<file path="src/rtl/serial_adder.sv">
// rtl/serial_adder.sv - bit-serial nbits-wide adder, LSB first, with val/rdy operand and result handshakes
// One full-adder slice (two half-adder cells plus an OR) walks the operands one bit per cycle.

module serial_adder_ha (
  input  logic a_i,
  input  logic b_i,
  output logic s_o,
  output logic c_o
);
  assign s_o = a_i ^ b_i;
  assign c_o = a_i & b_i;
endmodule

module serial_adder #(
  parameter int nbits = 4
) (
  input  logic             clk,
  input  logic             reset,
  input  logic             in_val,
  output logic             in_rdy,
  input  logic [nbits-1:0] in_a,
  input  logic [nbits-1:0] in_b,
  output logic             out_val,
  input  logic             out_rdy,
  output logic [nbits-1:0] out_sum,
  output logic             out_cout
);

  localparam int CW = (nbits > 1) ? $clog2(nbits) : 1;
  localparam logic [CW-1:0] LAST = CW'(nbits - 1);

  typedef enum logic [1:0] {IDLE, CALC, DONE} state_t;

  state_t           state_q, state_d;
  logic [nbits-1:0] a_q, a_d;
  logic [nbits-1:0] b_q, b_d;
  logic [nbits-1:0] sum_q, sum_d;
  logic [nbits-1:0] msb_v;
  logic [CW-1:0]    cnt_q, cnt_d;
  logic             carry_q, carry_d;

  logic ha0_s, ha0_c, ha1_c, sum_bit, carry_bit;

  serial_adder_ha u_ha0 (.a_i(a_q[0]), .b_i(b_q[0]),  .s_o(ha0_s),   .c_o(ha0_c));
  serial_adder_ha u_ha1 (.a_i(ha0_s),  .b_i(carry_q), .s_o(sum_bit), .c_o(ha1_c));
  assign carry_bit = ha0_c | ha1_c;

  always_comb begin
    state_d          = state_q;
    a_d              = a_q;
    b_d              = b_q;
    sum_d            = sum_q;
    carry_d          = carry_q;
    cnt_d            = cnt_q;
    msb_v            = '0;
    msb_v[nbits-1]   = sum_bit;
    case (state_q)
      IDLE: begin
        if (in_val && in_rdy) begin
          a_d     = in_a;
          b_d     = in_b;
          carry_d = 1'b0;
          cnt_d   = '0;
          state_d = CALC;
        end
      end
      CALC: begin
        // Result fills from the top so bit 0 lands at position 0 after nbits shifts.
        a_d     = a_q >> 1;
        b_d     = b_q >> 1;
        sum_d   = (sum_q >> 1) | msb_v;
        carry_d = carry_bit;
        cnt_d   = cnt_q + CW'(1);
        if (cnt_q == LAST) state_d = DONE;
      end
      DONE: begin
        if (out_rdy) state_d = IDLE;
      end
      default: state_d = IDLE;
    endcase
  end

  always_ff @(posedge clk) begin
    if (reset) begin
      state_q <= IDLE;
      a_q     <= '0;
      b_q     <= '0;
      sum_q   <= '0;
      cnt_q   <= '0;
      carry_q <= 1'b0;
    end else begin
      state_q <= state_d;
      a_q     <= a_d;
      b_q     <= b_d;
      sum_q   <= sum_d;
      cnt_q   <= cnt_d;
      carry_q <= carry_d;
    end
  end

  assign in_rdy   = (state_q == IDLE) && !reset;
  assign out_val  = (state_q == DONE) && !reset;
  assign out_sum  = sum_q;
  assign out_cout = carry_q;

endmodule

</file>
<file path="config.mk">
export PLATFORM = sky130hd
export DESIGN_NAME = serial_adder
export DESIGN_NICKNAME = d
export VERILOG_FILES = /design/src/rtl/serial_adder.sv
export SDC_FILE = /design/constraint.sdc
export NUM_CORES = 1
export LEC_CHECK = 0
export ABC_AREA = 0
export BUFFER_PORTS_ARGS = -buffer_cell sky130_fd_sc_hd__buf_2
export CAP_MARGIN = 5
export CORE_MARGIN = 2
export CORE_UTILIZATION = 46
export DETAILED_ROUTE_END_ITERATION = 8
export GPL_TIMING_DRIVEN = 0
export PLACE_DENSITY_LB_ADDON = 0.05
export SLEW_MARGIN = 10
export SYNTH_ARGS = -nofsm -noshare
export SYNTH_HDL_FRONTEND = slang
export SYNTH_SLANG_ARGS = --single-unit
export TNS_END_PERCENT = 10
</file>
<file path="constraint.sdc">
create_clock -name clk -period 1.3 [get_ports clk]
set_clock_uncertainty 0.2 [all_clocks]
set_input_delay 0 -clock clk [delete_from_list [all_inputs] [get_ports clk]]
set_output_delay 0 -clock clk [all_outputs]
set_load 0.01 [all_outputs]
</file>
==> out/metrics.csv <==
metric,value,unit
postSynthAreaPerCell,10.70,sq um
drive_gt1_share,46.85,%
coreArea,1689,sq um
viasPerCell,5.070,
clkTransAtPathRegs,100,ps
grt_usage,15.47,%
synth.most_common_cell,dfxtp_1,
synthesis.area,813.3,sq um
diodes,0,
drtAntennaViolNets,0,
maxCapViolations,0,
synth_area_leader_cell,dfxtp_1,
power-per-cell-area,962.5,nW/um^2
antenna_found_initial,0,
detail_route.wl_per_cell,12.15,um
via_count,649,
cts.sinks,17,
area_delta_synth_final,37.23,%
syn-num-nets,90,
timing.final.crit_share,103.0,%
cts_max_level,1,
arrival,1350,ps
grt_start_max_net_pins,11,
final.setup.tns,-47.50,ps
synth_ff_type,dfxtp_1,
cpPeakStageDelay,490,ps
first_iter_violations,6,
place.gp.congestion,0.6896,
end_kind,register,
tightest_slew,480.0,ps
yosys.cell_types.count,17,
die_h,46.05,um
dr.pass1.iters,3,
portBuffers,17,
gr-total-overflow,0,
total_leakage_power,0.4892,nW
timing.slew.headroom,67.90,%
path_max_fanout,2,
grt_pass1_vias,561,
period_minus_slack,1339,ps
cp.required,1310,ps
syn_inst,76,
post-place-ws,-43.49,ps
cts_buffers,3,
die_w,46.05,um
nets,126,
clockRootBuffer,clkbuf_4,
hold_class,primary input to primary output,
synth-edff-count,0,
cts_tree,yes,
postSynth.asyncResetShare,0,%
synth_top_area_share,41.85,%
setup_ws,-38.94,ps
setup_violations,3,
ys_seq_area_share,41.85,%
dieArea,2120,sq um
startpoint_type,register,
rsz0062_at_grt,true,
ios,19,
rows,15,
grt_pass1_wl,2290,um
slew_violations,0,
insertion_delay,280,ps
place_hpwl,1012,um
crit_slowest_cell,fa_1,
initial_core_util,48.15,%
ir_drop,600.2,uV
status,"complete, but fails checks",
max_clock_freq,746.9,MHz
cts_max_path_buffers,2,
drc_errors,0,
yosys-top-cells-area,"dfxtp_1, mux2i_1, a211oi_2",
ys_ff_latch,17,
worstPathCellList,inv_1 > fa_1 > a211oi_2,
violations,setup timing,
synth_commonest_cells,"dfxtp_1, nor2_1, mux2i_1",
worstSetupPathType,register to register,
hold_violations,0,
drt-total-wl,1555,um
ys_warn_count,0,
==> per-layer routing <==
metal	global-route usage (%)	wire length, um
met2	24.72	732
met4	6.857	12
met5	0	0
met3	4.365	41
met1	19.13	768
==> final timing paths <==
check	from	to	slack, ps	cells past startpoint
setup reg to reg	a_q[0]	out_sum[3]	-40	3
hold reg to reg	state_q[1]	state_q[0]	300	1
setup / recovery	a_q[0]	out_sum[3]	-40	3
hold / removal	reset	out_val	90	3
==> layout make-up <==
class | instances | area (sq um)
flip-flops and latches | 17 | 351.6
well taps | 17 | 21.27
clock inverters | 1 | 5.005
multi-input cells | 49 | 415.4
inverters | 5 | 18.77
repair buffers | 31 | 220.2
clock buffers | 3 | 22.52
fillers | 141 | 573.1
plain buffers | 5 | 61.31
==> cells by family after synthesis <==
group,Yosys count,share of synthesized area [%]
AOI/OAI and AO/OA,14,18.31
adders and majority gates,2,4.000
and+or+nand+nor,22,13.54
DFF,17,41.85
muxes,11,13.54
buffers and inverters,10,8.769
==> flip-flops by register name (all words and copies together) (netlist names) <==
register,flops
out_cout,1
b_q,4
state_q,2
cnt_q,2
out_sum,4
a_q,4
==> power breakdown <==
part	leakage, nW	internal (W)	total, W	switching (W)
Combinational	0.329	0.000124	0.000222	0.0000986
Clock	0.0177	0.000114	0.000280	0.000166
Sequential	0.142	0.000550	0.000572	0.0000224
==> worst max-delay path, delay by kind of cell, from the launching register on <==
| kind | cells | cell delay, ps |
|---|---|---|
| adder cells (fa/ha/maj) | 1 | 490 |
| buffers and inverters | 1 | 50 |
| flip-flops | 1 | 340 |
| AO/OA/AOI/OAI | 1 | 180 |
==> cells in the final DEF, fill, tap and decap left out, types with 2 or more instances in the layout <==
master / n
dfxtp_4: 2
a211oi_2: 7
dfxtp_1: 12
buf_12: 2
clkbuf_4: 3
nor2_2: 5
buf_4: 2
nor2_1: 12
a22oi_1: 5
mux2i_1: 11
inv_2: 2
dfxtp_2: 3
dlygate4sd3_1: 12
inv_1: 3
buf_2: 19
==> through the flow <==
stage          hold slack [ps]  instance area, sq um  utilization (%)  instances  power [W]
2_1_floorplan           -51.70                 814.5                -         76  0.0007208
3_3_place_gp             43.12                 920.9            54.52        110  0.0007645
3_5_place_dp             47.13                 920.9            54.52        110  0.0007669
4_1_cts                 -138.6                  1012            59.93        119   0.001059
5_1_grt                  115.0                  1116            66.07        128   0.001130
6_report                 91.65                  1116            66.07        128   0.001074
==> timing repair <==
action | in CTS | in global routing
hold buffers | 4 | 8
endpoints found under the setup margin | 10 | 9
buffers inserted | 1 | 1
endpoints found under the hold margin | 11 | 8
pin swaps | 2 | 1
gates resized for setup | 8 | 5
Power figures use the tool's default switching activity.
